`src/rtl/sd_pkg.sv`:
```
// Shared constants and state encoding for the SD command-line engine.
// Response-type codes, CRC7 polynomial and token widths live here.
package sd_pkg;

  localparam logic [1:0] RESP_NONE  = 2'b00;
  localparam logic [1:0] RESP_SHORT = 2'b01;
  localparam logic [1:0] RESP_LONG  = 2'b10;

  // x^7 + x^3 + 1 with the x^7 term implicit
  localparam logic [6:0] CRC7_POLY = 7'h09;

  localparam int CMD_TOKEN_W  = 48;
  localparam int RESP_SHORT_W = 48;
  localparam int RESP_LONG_W  = 136;

  typedef enum logic [2:0] {
    IDLE,
    ARM,
    TX,
    NCR_WAIT,
    RX,
    GAP,
    FIN
  } sd_state_t;

endpackage

```
`src/rtl/sd_crc7_serial.sv`:
```
// Bit-serial CRC7 accumulator; one bit per enabled cycle, MSB first.
// clr wins over en so a new frame can start from a clean register.
module sd_crc7_serial
  import sd_pkg::*;
(
  input  logic       clk,
  input  logic       reset,
  input  logic       clr,
  input  logic       en,
  input  logic       din,
  output logic [6:0] crc
);

  logic fb;

  assign fb = crc[6] ^ din;

  always_ff @(posedge clk or posedge reset) begin
    if (reset) begin
      crc <= '0;
    end else if (clr) begin
      crc <= '0;
    end else if (en) begin
      crc <= {crc[5:0], 1'b0} ^ (fb ? CRC7_POLY : 7'h00);
    end
  end

endmodule

```
`src/rtl/sd_cmd_engine.sv`:
```
// SD CMD-line engine: sends a 48-bit command token with CRC7 and optionally
// captures a 48/136-bit response, all paced by an internal SD bit tick.
module sd_cmd_engine
  import sd_pkg::*;
#(
  parameter int CLK_DIV = 4,
  parameter int NCR_MAX = 64,
  parameter int NRC_GAP = 8
) (
  input  logic         ex_clk,
  input  logic         reset,
  input  logic         start,
  input  logic [5:0]   cmd_index,
  input  logic [31:0]  cmd_arg,
  input  logic [1:0]   resp_type,
  input  logic         check_crc,
  input  logic         sd_cmd_i,
  output logic         sd_cmd_o,
  output logic         sd_cmd_oe,
  output logic         sd_clk_tick,
  output logic         busy,
  output logic         done,
  output logic         timeout,
  output logic         crc_err,
  output logic [135:0] resp
);

  localparam int DW = (CLK_DIV > 1) ? $clog2(CLK_DIV) : 1;

  sd_state_t     state, state_d;
  logic [DW-1:0] div_cnt;
  logic [15:0]   cnt, cnt_d;
  logic [39:0]   shift_q, shift_d;
  logic [1:0]    kind_q, kind_d;
  logic          chk_q, chk_d;
  logic          cmd_o_d, cmd_oe_d, timeout_d, crc_err_d;
  logic [135:0]  resp_d;
  logic          crc_clr, crc_en, crc_din;
  logic [6:0]    crc;
  logic          rx_last;

  // Free-running divider; it never stops so start latency depends on phase.
  always_ff @(posedge ex_clk or posedge reset) begin
    if (reset) begin
      div_cnt <= '0;
    end else if (div_cnt == DW'(CLK_DIV - 1)) begin
      div_cnt <= '0;
    end else begin
      div_cnt <= div_cnt + 1'b1;
    end
  end

  assign sd_clk_tick = (div_cnt == DW'(CLK_DIV - 1));
  assign busy        = (state != IDLE) && (state != FIN);
  assign done        = (state == FIN);

  // Counter counts total bits including the start bit consumed in NCR_WAIT.
  assign rx_last = (kind_q == RESP_LONG) ? (cnt == 16'(RESP_LONG_W - 1))
                                         : (cnt == 16'(RESP_SHORT_W - 1));

  sd_crc7_serial u_crc (
    .clk   (ex_clk),
    .reset (reset),
    .clr   (crc_clr),
    .en    (crc_en),
    .din   (crc_din),
    .crc   (crc)
  );

  always_ff @(posedge ex_clk or posedge reset) begin
    if (reset) begin
      state     <= IDLE;
      cnt       <= '0;
      shift_q   <= '0;
      kind_q    <= RESP_NONE;
      chk_q     <= 1'b0;
      sd_cmd_o  <= 1'b1;
      sd_cmd_oe <= 1'b0;
      timeout   <= 1'b0;
      crc_err   <= 1'b0;
      resp      <= '0;
    end else begin
      state     <= state_d;
      cnt       <= cnt_d;
      shift_q   <= shift_d;
      kind_q    <= kind_d;
      chk_q     <= chk_d;
      sd_cmd_o  <= cmd_o_d;
      sd_cmd_oe <= cmd_oe_d;
      timeout   <= timeout_d;
      crc_err   <= crc_err_d;
      resp      <= resp_d;
    end
  end

  always_comb begin
    state_d   = state;
    cnt_d     = cnt;
    shift_d   = shift_q;
    kind_d    = kind_q;
    chk_d     = chk_q;
    cmd_o_d   = sd_cmd_o;
    cmd_oe_d  = sd_cmd_oe;
    timeout_d = timeout;
    crc_err_d = crc_err;
    resp_d    = resp;
    crc_clr   = 1'b0;
    crc_en    = 1'b0;
    crc_din   = 1'b0;
    case (state)
      IDLE: begin
        if (start) begin
          shift_d   = {1'b0, 1'b1, cmd_index, cmd_arg};
          kind_d    = (resp_type == RESP_SHORT || resp_type == RESP_LONG) ? resp_type : RESP_NONE;
          chk_d     = check_crc;
          timeout_d = 1'b0;
          crc_err_d = 1'b0;
          resp_d    = '0;
          crc_clr   = 1'b1;
          cnt_d     = '0;
          state_d   = ARM;
        end
      end
      ARM: begin
        if (sd_clk_tick) begin
          cmd_oe_d = 1'b1;
          cmd_o_d  = shift_q[39];
          crc_en   = 1'b1;
          crc_din  = shift_q[39];
          shift_d  = {shift_q[38:0], 1'b0};
          cnt_d    = 16'd1;
          state_d  = TX;
        end
      end
      TX: begin
        if (sd_clk_tick) begin
          if (cnt < 16'd40) begin
            cmd_o_d = shift_q[39];
            crc_en  = 1'b1;
            crc_din = shift_q[39];
            shift_d = {shift_q[38:0], 1'b0};
            cnt_d   = cnt + 16'd1;
          end else if (cnt < 16'd47) begin
            // token bit 7 is crc[6] down to token bit 1 as crc[0]
            cmd_o_d = crc[3'(7'd46 - cnt[6:0])];
            cnt_d   = cnt + 16'd1;
          end else if (cnt == 16'd47) begin
            cmd_o_d = 1'b1;
            cnt_d   = cnt + 16'd1;
          end else begin
            cnt_d = '0;
            if (kind_q == RESP_NONE) begin
              state_d = GAP;
            end else begin
              cmd_oe_d = 1'b0;
              crc_clr  = 1'b1;
              state_d  = NCR_WAIT;
            end
          end
        end
      end
      NCR_WAIT: begin
        if (sd_clk_tick) begin
          if (!sd_cmd_i) begin
            resp_d  = {resp[134:0], 1'b0};
            crc_en  = 1'b1;
            crc_din = 1'b0;
            cnt_d   = 16'd1;
            state_d = RX;
          end else if (cnt == 16'(NCR_MAX - 1)) begin
            timeout_d = 1'b1;
            cnt_d     = '0;
            state_d   = GAP;
          end else begin
            cnt_d = cnt + 16'd1;
          end
        end
      end
      RX: begin
        if (sd_clk_tick) begin
          resp_d = {resp[134:0], sd_cmd_i};
          if (kind_q == RESP_SHORT && cnt < 16'd40) begin
            crc_en  = 1'b1;
            crc_din = sd_cmd_i;
          end
          if (rx_last) begin
            // resp[6:0] still holds received bits 7..1 before this shift
            if (kind_q == RESP_SHORT && chk_q && crc != resp[6:0]) begin
              crc_err_d = 1'b1;
            end
            cnt_d   = '0;
            state_d = GAP;
          end else begin
            cnt_d = cnt + 16'd1;
          end
        end
      end
      GAP: begin
        if (sd_clk_tick) begin
          if (cnt == 16'(NRC_GAP - 1)) begin
            cmd_oe_d = 1'b0;
            cmd_o_d  = 1'b1;
            cnt_d    = '0;
            state_d  = FIN;
          end else begin
            cnt_d = cnt + 16'd1;
          end
        end
      end
      FIN: begin
        state_d = IDLE;
      end
      default: begin
        state_d = IDLE;
      end
    endcase
  end

endmodule

```
`config.mk`:
```
export PLATFORM = sky130hd
export DESIGN_NAME = sd_cmd_engine
export DESIGN_NICKNAME = d
export VERILOG_FILES = /design/src/rtl/sd_pkg.sv /design/src/rtl/sd_crc7_serial.sv /design/src/rtl/sd_cmd_engine.sv
export SDC_FILE = /design/constraint.sdc
export NUM_CORES = 1
export LEC_CHECK = 0
export BUFFER_PORTS_ARGS = -buffer_cell sky130_fd_sc_hd__buf_4
export CORE_MARGIN = 3
export CORE_UTILIZATION = 41
export DETAILED_ROUTE_END_ITERATION = 7
export PLACE_DENSITY = 0.6
export SETUP_SLACK_MARGIN = 0.15
export SLEW_MARGIN = 20
export SYNTH_ARGS = -nofsm -noshare
export SYNTH_HDL_FRONTEND = slang
export SYNTH_SLANG_ARGS = --single-unit
```
`constraint.sdc`:
```
create_clock -name ex_clk -period 17.35 [get_ports ex_clk]
set_input_delay 4.3375 -clock ex_clk [delete_from_list [all_inputs] [get_ports ex_clk]]
set_output_delay 4.3375 -clock ex_clk [all_outputs]
set_load 0.01 [all_outputs]
```
# Word-level counts from Yosys, hierarchy flattened
# Index checks and enable logic that the tools add are counted.
# Widths: inputs -> output; s select.
word_totals:
  regBits: 211
  input_bits: 45
  output_inout_bits: 143
  elab_cells: 174
classes:
  addsub: 3
  order_cmp: 3
  n_eq_ne: 36
  n_mux: 94
  bitwise_logic: 2
  n_reduce_logical: 24
ops:
  columns: ["cell", "count"]
  rows:
  - ["$mux 136", 4]
  - ["$pmux 136 s3", 1]
  - ["$mux 16", 13]
  - ["$mux 40", 4]
  - ["$pmux 40 s3", 1]
  - ["$pmux 16 s6", 1]
  - ["$mux 1", 42]
  - ["$mux 3", 14]
  - ["$ne 2x2->1 const B", 17]
  - ["$eq 16x6->1 const B", 2]
  - ["$lt 16x6->1 const B", 2]
  - ["$reduce_and 5->1", 4]
  - ["$pmux 3 s6", 1]
  - ["$add 16x1->16 const B", 1]
  - ["$eq 16x3->1 const B", 1]
  - ["$eq 16x8->1 const B", 1]
  - ["$mux 7", 2]
  - ["$reduce_and 12->1", 1]
  - ["$reduce_bool 3->1", 4]
  - ["$eq 3x3->1 const B", 3]
  - ["$pmux 1 s3", 3]
  - ["$reduce_and 9->1", 1]
  - ["$ne 7x7->1", 1]
  - ["$reduce_and 7->1", 1]
  - ["other kinds (24)", 37]

# Longest topological paths before layout
# Gate-level depths: netlist of run 1.
depth:
  depth_word: 10
  depth_mapped: 9
  depth_no_buf: 7

# Hierarchy
# A second synthesis of run 1 with hierarchy kept.
unflattened:
  hier_cells: 1030
  hier_area_um2: 9467.8
modules_own_cells:
  columns: ["mod", "n_inst", "cells_per_inst", "area_each_um2", "seq_area_each_um2"]
  rows:
  - ["sd_cmd_engine", 1, 1001, 9156.3, 5106.1]
  - ["sd_crc7_serial", 1, 29, 311.5, 175.2]

# Least setup slack after synthesis of run 1
# No wires, ideal clock.
synth_path:
  path_type: "in2reg"
  from: "in start"
  to: "reg resp[10]"
  setup_ps: 83
  arrival_time_ps: 5999
  t_required_ps: 17267
  slack_ps: 11268
  path_stages: 9
  path_buffers: 3
  cell_sequence: "nor2b_1 -> a21oi_1 -> nor3_1 -> a21oi_1 -> clkbuf_1 -> clkbuf_1 -> clkbuf_1 -> nand2_1 -> o21ai_0"
synth_via:
  elab_chain_cells: 2
synth_rtl:
  columns: ["element", "line_no", "rtl"]
  rows:
  - ["start: declaration", "sd_cmd_engine.sv:12", "input logic start,"]
  - ["$ne 2x2->1 (no line)", null, null]
  - ["$reduce_and 5->1 (no line)", null, null]
  - ["end signal: assignment", "sd_cmd_engine.sv:92", "resp <= resp_d;"]
  - ["end: declaration", "sd_cmd_engine.sv:25", "output logic [135:0] resp"]
# No other way between the ends.
# A chain may end at the register's enable or synchronous reset.

# Worst setup path after layout of run 1
layout_path:
  from: "reg state[2]"
  to: "out busy"
layout_via:
  elab_chain_cells: 2
  elab_cells_between_ends: 3
  classes_between: "eq/ne (1); reduce/logical (2)"
layout_rtl:
  columns: ["element", "line_no", "rtl"]
  rows:
  - ["start: declaration", "sd_cmd_engine.sv:30", "sd_state_t state, state_d;"]
  - ["start signal: assignment", "sd_cmd_engine.sv:83", "state <= state_d;"]
  - ["$ne 3x3->1 / $reduce_bool 3->1 (equally long branches)", "sd_cmd_engine.sv:54", "assign busy = (state != IDLE) && (state != FIN);"]
  - ["$logic_and 1x1->1 (*)", "sd_cmd_engine.sv:54", null]
  - ["end: declaration", "sd_cmd_engine.sv:21", "output logic busy,"]
# Every way passes the cells marked *; elsewhere a longest branch is shown, timed or not.

==> impl_metrics.csv, run 1 <==
group,metric,value,unit
run_status,status,"finished, final reports clean",
clock_tree,cts_resized,0,
sta,slew-limit-headroom,39.3,%
global_routing,grt_util_all_layers,17.4,%
floorplan,die_w,157,µm
clock_tree,holdBufCountCts,0,
route,drt-initial-drc-count,418,
power,pwr_density_cell,128,nW/µm²
route,final_antenna_net_count,0,
route,wirelength,22.3,mm
floorplan,die_h,157,µm
finish,regArea,5280,µm²
logic_synthesis,ys_warn_count,0,
sta,fin_skew,23.7,ps
finish,fin_nets,1228,
power,ir_drop,0.0822,mV
floorplan,start_util,42.4,%
logic_synthesis,seq_area_frac_synth,56.4,%
route,vias_per_cell,5.07,
route,via_count,7490,
setup_path,worstSetupPathType,"reg2out",
logic_synthesis,synth_flop_cell,"dfrtp_1",
route,remaining_drc_errors,0,
power,seq_power_share,39.7,%
setup_path,end_kind,"output port",
logic_synthesis,synth_edf_count,0,
finish,n_antenna_cell,0,
sta,fin_crit,6440,ps
clock_tree,clk_pin_slew,60,ps
power,cell_internal_pwr,1010,µW
finish,finalInstanceArea,11800,µm²
logic_synthesis,synthDistinctLibCells,53,
route,first_pass_iters,5,
sta,min_period_over_period,37.1,%
logic_synthesis,yosys.area.top_type,"dfrtp_1",
logic_synthesis,synth_async_sr_flop_share,100,%
power,total_power,1510,µW
flow_run,drv_cap,0,
clock_tree,cts_max_level,1,
sta,tightest_slew,911,ps
min_path,hold_class,"reg2reg",
logic_synthesis,synth_cells,1029,
global_routing,grt_pass1_wl,36.0,mm
global_routing,grt_pass1_vias,6879,
clock_tree,cts_tree,"built",
clock_tree,cts_buffer_depth,3,
floorplan,rows,54,
setup_path,required,13010,ps
placement,hpwlAfterDp,14.3,mm
clock_tree,cts_setup_buffers,0,
sta,max_freq,0.155,GHz
clock_tree,clockRootBuffer,"clkbuf_16",
power,p_sw,500,µW
setup_path,crit_path_max_incr_delay,730,ps
sta,hold_violations,0,
logic_synthesis,synth.avg_cell_area,9.10,µm²
placement,dpl_cell_area,10900,µm²
global_routing,antenna_found_initial,0,
placement,port_buffers,187,
finish,layout-drive-gt1-share,21.3,%
clock_tree,worstSkewPairLatency,520,ps
power,power_frac_comb,25.5,%
finish,fillers,2000,
floorplan,dieArea,24700,µm²
sta,finalMaxSlewViolations,0,
route,wl_per_cell,15.1,µm
placement,place_congestion,0.817,
finish,final_core_util,53.5,%
power,power_frac_clock,34.8,%
global_routing,grt_overflow,0,
logic_synthesis,syn-num-nets,1076,
setup_path,worstSetupStartpointType,"flip-flop",
logic_synthesis,synth_seq_cells,211,
sta,setup_viol,0,
setup_path,crit_chain,"nor2b_1 > or3b_2 > buf_4",
finish,multi_input_area,3800,µm²
floorplan,ios,188,
setup_path,worstPathArrival,2100,ps
finish,syn2layout_area_growth,26.3,%
logic_synthesis,synth_top_cell_area_share,56.1,%
clock_tree,numClockSinks,211,
sta,fin_tns_setup,0,ps
logic_synthesis,synthTopCellsByArea,"dfrtp_1, nand2_1, o21ai_0, mux2i_1, a21oi_1",
global_routing,grt_max_degree,145,
sta,rsz0062_at_grt,"false",
setup_path,cp_slowest_cell,"dfrtp_1",
floorplan,coreArea,22100,µm²
finish,final_cell_mix,"nand2_1, dfrtp_1, buf_4",
finish,final_common_cell,"nand2_1",
power,swShare,33.1,%
logic_synthesis,netlist_area,9360,µm²
setup_path,critPathMaxFanout,17,
clock_tree,cts_buffers,25,
power,leakage,0.00535,µW
## layout make-up
cell class / instances / share of cell area (%)
clock buffers: 37 / 6.35
clock inverters: 6 / 0.698
repair buffers: 196 / 12.8
well taps: 280 / 2.96
flip-flops and latches: 211 / 44.7
inverters: 11 / 0.413
multi-input cells: 736 / 32.2
## metrics by stage
stage | hold WS (ps) | setup WS (ps) | std cells
6_report | 430 | 10910 | 1477
5_1_grt | 443 | 10770 | 1477
4_1_cts | 432 | 10570 | 1475
3_5_place_dp | 424 | 10030 | 1432
3_3_place_gp | 415 | 10100 | 1432
2_1_floorplan | 403 | 7250 | 1029
## synth_stat cells (2+ instances only)
master / number
o21ai_0: 160
dfrtp_1: 210
nor2_1: 58
a31oi_1: 3
a2bb2oi_1: 2
xnor2_1: 9
nand2_1: 300
nand3b_1: 4
inv_1: 11
nor3b_1: 5
a31o_2: 2
or4_4: 2
nor3_1: 8
nand2b_1: 6
mux2i_1: 43
or3_1: 6
ha_1: 2
nor2b_1: 7
clkbuf_1: 61
o211ai_1: 2
a21oi_1: 50
a41o_1: 2
nand3_1: 7
and2_1: 5
buf_2: 6
nor4_1: 5
xor2_1: 6
nand4_1: 5
a21o_1: 3
buf_1: 4
or4_1: 3
a22o_1: 7
and3_1: 2
or2_2: 3
o32ai_1: 2
## critical path, delay by kind of cell, from the launching register on
family                 cells  cell delay (ps)
DFF                        1              730
buffers and inverters      1              160
and+or+nand+nor            2              710
## final timing paths
kind,from,end,slack [ps],depth (start not counted)
max in group asynchronous,reset,resp[106],11990,4
max,state[2],busy,10910,3
min,div_cnt[0],div_cnt[0],430,1
min reg2reg,div_cnt[0],div_cnt[0],430,1
min in group asynchronous,reset,resp[28],4040,2
max reg2reg,cnt[13],cnt[2],14160,6
## power groups by stage
| stage | clock network, µW | registers [µW] | logic, µW |
|---|---|---|---|
| CTS | 541 | 599 | 384 |
| detailed placement | 0 | 607 | 383 |
| global route | 562 | 609 | 434 |
| floorplan | 0 | 586 | 313 |
| finish | 525 | 599 | 384 |
| global placement | 0 | 607 | 381 |
## sequential cells by signal (all words and copies together) (netlist names)
register   flops
state          3
shift_q       40
timeout        1
sd_cmd_oe      1
cnt           16
crc_err        1
div_cnt        2
sd_cmd_o       1
resp         136
kind_q         2
u_crc.crc      7
chk_q          1
## logic make-up after synthesis
group	share of synthesized area (%)
and+or+nand+nor	19.6
AOI/OAI and AO/OA	14.3
DFF	56.4
buffers and inverters	3.37
muxes	4.72
xor gates and xnor gates	1.40
adders and majority gates	0.267
## per-layer routing
layer	track usage (%)	wire length, µm	vias up
li1	-	-	3763
met1	25.8	10400	3501
met2	25.6	9920	191
met3	4.73	1540	35
met4	4.46	447	0
met5	0	0	-
Note: power is estimated with default switching activity, not from simulation.
==> inputs of run 2 (changes only) <==
ABC_AREA = 1   (was default)
clock period = 6.02 ns   (was 17.35 ns; I/O delays follow)
==> run 2 against run 1 <==
  * Sequential cell count unchanged
  * Setup slack got worse by 8000 ps
  * Utilization is 1.7 points lower
  * Global-route usage shrank 0.19 points
  * Design area grew 3.2%
  * Sequential power grew to 2.9 times the previous value
  * Via count increased by 5.3%
  * First-iteration DRC count up 25%
==> impl_metrics.csv, run 2 <==
group,metric,value,unit
clock_tree,cts_buffer_depth,3,
floorplan,coreArea,23500,µm²
placement,pre_cts_ws,2350,ps
placement,dp.cells,1595,
clock_tree,clk_pin_slew,60,ps
power,leakage,0.00573,µW
clock_tree,cts_max_level,1,
placement,hpwlAfterDp,14.8,mm
logic_synthesis,synth_top_cell_area_share,53.3,%
route,via_count,7885,
power,ir_drop,0.420,mV
clock_tree,holdBufCountCts,0,
global_routing,grt_overflow,0,
global_routing,grt_pass1_vias,7451,
floorplan,rows,56,
floorplan,ios,188,
route,wirelength,22.5,mm
finish,fin_nets,1349,
clock_tree,cts_setup_buffers,0,
logic_synthesis,ys_top_cells_by_count,"inv_1, dfrtp_1, nand3_1, nand2_1, o21ai_0",
finish,layout-drive-gt1-share,21.1,%
global_routing,antenna_found_initial,0,
clock_tree,clockRootBuffer,"clkbuf_16",
logic_synthesis,synth_seq_cells,211,
placement,port_buffers,187,
logic_synthesis,synth_async_sr_flop_share,100,%
sta,max_freq,0.317,GHz
sta,min_period_over_period,52.4,%
logic_synthesis,synthDistinctLibCells,37,
setup_path,worstPathArrival,3580,ps
finish,syn2layout_area_growth,23.7,%
route,vias_per_cell,4.81,
placement,place_congestion,0.883,
finish,largest-register,"resp",
route,final_antenna_net_count,0,
sta,tightest_slew,918,ps
flow_run,drv_cap,0,
finish,regArea,5280,µm²
route,wl_per_cell,13.7,µm
sta,finalMaxSlewViolations,0,
route,drt-initial-drc-count,521,
finish,multi_input_area,3410,µm²
logic_synthesis,netlist_area,9870,µm²
finish,fillers,2255,
floorplan,die_h,161,µm
logic_synthesis,synth_flop_cell,"dfrtp_1",
logic_synthesis,synth_cells,1146,
floorplan,dieArea,26000,µm²
sta,rsz0062_at_grt,"false",
clock_tree,cts_resized,0,
logic_synthesis,ys_warn_count,0,
sta,slew-limit-headroom,38.7,%
clock_tree,worstSkewPairLatency,510,ps
sta,fin_skew,17.7,ps
finish,reg_top3,"resp (136), shift_q (40), cnt (16)",
finish,largest_reg_flops,136,
finish,final_cell_mix,"inv_1, dfrtp_1, buf_4",
logic_synthesis,seq_area_frac_synth,53.5,%
global_routing,grt_max_degree,159,
logic_synthesis,synth_edf_count,0,
sta,fin_crit,3150,ps
setup_path,worstSetupStartpointType,"primary input",
route,remaining_drc_errors,0,
clock_tree,cts_buffers,24,
logic_synthesis,syn-num-nets,1193,
finish,final_common_cell,"inv_1",
setup_path,required,6440,ps
sta,fin_tns_setup,0,ps
logic_synthesis,synth.avg_cell_area,8.61,µm²
finish,n_antenna_cell,0,
finish,finalInstanceArea,12200,µm²
logic_synthesis,post-synth-top-count-cell,"inv_1",
min_path,hold_class,"reg2reg",
setup_path,critPathMaxFanout,80,
clock_tree,numClockSinks,211,
setup_path,worstSetupPathType,"in2reg",
floorplan,start_util,41.9,%
global_routing,grt_util_all_layers,17.3,%
floorplan,die_w,161,µm
setup_path,end_kind,"flip-flop",
placement,dpl_cell_area,11400,µm²
power,pwr_density_cell,406,nW/µm²
sta,setup_viol,0,
logic_synthesis,yosys.area.top_type,"dfrtp_1",
sta,fin_ws,2870,ps
clock_tree,cts_tree,"built",
route,first_pass_iters,4,
run_status,status,"finished, final reports clean",
sta,hold_violations,0,
logic_synthesis,synthTopCellsByArea,"dfrtp_1, nand3_1, inv_1, o21ai_0, nand2_1",
global_routing,grt_pass1_wl,38.1,mm
finish,layout.cells.non_filler,1639,
## run 2: cell families (layout without fill, tap and decap cells)
| family | Yosys count | in the layout | share of synthesized area (%) |
|---|---|---|---|
| multiplexers | 1 | 1 | 0.114 |
| AO/OA/AOI/OAI | 250 | 250 | 14.9 |
| XOR/XNOR | 19 | 19 | 1.69 |
| buffers and inverters | 288 | 462 | 12.0 |
| AND/OR/NAND/NOR | 375 | 375 | 17.5 |
| flip-flops | 211 | 211 | 53.5 |
| adder cells (fa/ha/maj) | 2 | 2 | 0.254 |
## run 2: metal layers
metal / vias up / global-route usage [%] / part of all wire [%]
li1: 4031 / - / -
met1: 3670 / 24.4 / 45
met2: 156 / 27.0 / 46
met3: 28 / 4.39 / 6.6
met4: 0 / 3.91 / 1.8
met5: - / 0 / 0
## run 2: layout make-up
| class | instances | area share (%) |
|---|---|---|
| Clock inverter | 9 | 0.871 |
| Inverter | 224 | 6.94 |
| Multi-Input combinational cell | 647 | 27.9 |
| Tap cell | 319 | 3.27 |
| Timing Repair Buffer | 194 | 12.2 |
| Clock buffer | 35 | 5.59 |
| Sequential cell | 211 | 43.3 |
## run 2: path summary, 6_finish.rpt
path	from	endpoint	depth (start not counted)	slack, ps
worst max register to register	div_cnt[0]	resp[107]	10	3030
worst min register to register	div_cnt[0]	div_cnt[0]	1	430
worst max-delay path	start	resp[107]	10	2870
min in group asynchronous	reset	cnt[0]	3	1160
max in group asynchronous	reset	resp[97]	3	4210
worst min-delay path	div_cnt[0]	div_cnt[0]	1	430
## run 2: worst max-delay path, cell delays in order
cell	delay, ps
buf_4	80
inv_1	40
nand2_2	80
nand2_1	60
inv_2	60
nand2_2	90
a21oi_4	710
buf_4	660
nand3_1	140
o21ai_0	110
## run 2: metrics by stage
stage / hold slack (ps) / total power (µW) / util [%]
finish: 432 / 4960 / 51.8
global route: 451 / 5370 / 51.8
CTS: 435 / 5030 / 51.8
detailed placement: 430 / 3570 / 48.5
global placement: 413 / 3540 / 48.5
floorplan: 403 / 3300 / -
## run 2: power breakdown
part,leakage (µW),total (µW),switching [µW],internal [µW]
clock network,0.000391,1440,563,872
registers,0.00285,1720,93.6,1620
logic,0.00249,1810,1340,471
==> inputs of run 3 (changes only) <==
clock period = 3.3 ns   (was 6.02 ns; I/O delays follow)
==> run 3 against run 2 <==
  * Cell count rose by 0.24%
  * Clock power rose by 100%
  * First-iteration DRC count rose by 2.7%
  * Global-route usage rose by 0.26 points
  * Design area rose by 1.7%
  * Non-clock buffer count rose by 5
  * Via count rose by 1.0%
  * Critical endpoint is now busy
==> impl_metrics.csv, run 3 (synthesis gave the netlist of run 2 again) <==
group,metric,value,unit
route,final_antenna_net_count,0,
finish,layout-drive-gt1-share,21.8,%
finish,fin_nets,1354,
finish,n_antenna_cell,0,
sta,max_freq,0.412,GHz
floorplan,dieArea,26000,µm²
setup_path,reg2reg_from,"cnt[0]",
placement,pre_cts_ws,1000,ps
setup_path,rr_endpoint,"cnt[2]",
finish,final_cell_mix,"inv_1, dfrtp_1, buf_4",
sta,fin_crit,2430,ps
setup_path,cp-startpoint,"state[0]",
min_path,hold_class,"in2async",
setup_path,cp-endpoint,"busy",
setup_path,crit_chain,"inv_2 > nand2_4 > nor2_2 > nor2_1 > buf_4",
route,first_pass_iters,4,
finish,syn2layout_area_growth,25.9,%
sta,tightest_slew,754,ps
route,vias_per_cell,4.85,
clock_tree,holdBufCountCts,0,
global_routing,antenna_found_initial,0,
clock_tree,cts_buffer_depth,3,
sta,setup_viol,0,
finish,fillers,2261,
placement,dpl_cell_area,11500,µm²
setup_path,required,2470,ps
route,drt-initial-drc-count,535,
clock_tree,worstSkewPairLatency,530,ps
floorplan,coreArea,23500,µm²
power,leakage,0.00582,µW
global_routing,grt_max_degree,136,
setup_path,critPathMaxFanout,5,
finish,final_core_util,52.8,%
sta,hold_violations,0,
placement,port_buffers,187,
clock_tree,cts_max_level,1,
route,wirelength,22.9,mm
sta,slew-limit-headroom,49.7,%
clock_tree,cts_tree,"built",
floorplan,ios,188,
sta,fin_ws,875,ps
global_routing,grt_overflow,0,
clock_tree,cts_buffers,24,
power,ir_drop,0.500,mV
run_status,status,"finished, final reports clean",
setup_path,worstPathArrival,1600,ps
finish,regArea,5280,µm²
setup_path,cp.depth,5,
floorplan,die_h,161,µm
setup_path,r2r_setup_slack,1110,ps
setup_path,cp_slowest_cell,"dfrtp_1",
sta,min_period_over_period,73.5,%
floorplan,rows,56,
sta,finalMaxSlewViolations,0,
setup_path,worst_r2r_path_depth,8,
global_routing,grt_pass1_vias,7529,
clock_tree,clockRootBuffer,"clkbuf_16",
clock_tree,clk_pin_slew,60,ps
placement,hpwlAfterDp,15.2,mm
setup_path,crit_path_max_incr_delay,420,ps
setup_path,crit_family,"flip-flops",
global_routing,grt_util_all_layers,17.5,%
finish,reg_top3,"resp (136), shift_q (40), cnt (16)",
route,remaining_drc_errors,0,
setup_path,worstSetupStartpointType,"flip-flop",
sta,rsz0062_at_grt,"false",
placement,place_congestion,0.889,
finish,finalInstanceArea,12400,µm²
power,pwr_density_cell,765,nW/µm²
global_routing,grt_pass1_wl,38.7,mm
clock_tree,cts_resized,0,
setup_path,crit_buf_inv,2,
finish,largest-register,"resp",
route,wl_per_cell,14.0,µm
finish,final_common_cell,"inv_1",
floorplan,start_util,41.9,%
floorplan,die_w,161,µm
flow_run,drv_cap,0,
finish,largest_reg_flops,136,
route,via_count,7965,
setup_path,worstSetupPathType,"reg2out",
setup_path,end_kind,"output port",
clock_tree,cts_setup_buffers,0,
sta,fin_skew,30.8,ps
finish,multi_input_area,3410,µm²
clock_tree,numClockSinks,211,
## run 3: metrics by stage
step           hold slack (ps)  instances  total power, µW  setup TNS, ps
2_1_floorplan              403       1146             6020         -55940
3_3_place_gp               412       1600             6600              0
3_5_place_dp               421       1600             6630              0
4_1_cts                    377       1643             9620              0
5_1_grt                    419       1643            10200              0
6_report                   383       1643             9510              0
## run 3: worst min-delay path by stage
stage | depth (start not counted) | start | slack [ps] | endpoint
after floorplan | 1 | div_cnt[0] | 400 | div_cnt[0]
after global placement | 1 | div_cnt[0] | 410 | div_cnt[0]
after detailed placement | 1 | div_cnt[0] | 420 | div_cnt[0]
after CTS | 2 | reset | 380 | cnt[0]
after global routing | 2 | reset | 420 | cnt[0]
final | 2 | reset | 380 | cnt[14]
## run 3: power by group
| group | leakage (µW) | internal, µW | switching (µW) |
|---|---|---|---|
| Sequential | 0.00285 | 2960 | 164 |
| Combinational | 0.00254 | 982 | 2460 |
| Clock | 0.000432 | 1850 | 1090 |
## run 3: layout make-up
class	instances	share of cell area, %
clock buffer	31	5.45
multi-input combinational	647	27.4
timing repair buffer	199	12.8
clock inverter	12	1.73
tap	319	3.21
inverter	224	6.82
sequential	211	42.5
## run 3: layer usage
metal / wire length [µm] / vias to the layer above / track usage, %
li1: - / 4033 / -
met1: 10600 / 3747 / 24.7
met2: 10400 / 151 / 27.2
met3: 1410 / 34 / 4.80
met4: 508 / 0 / 3.95
met5: 0 / - / 0
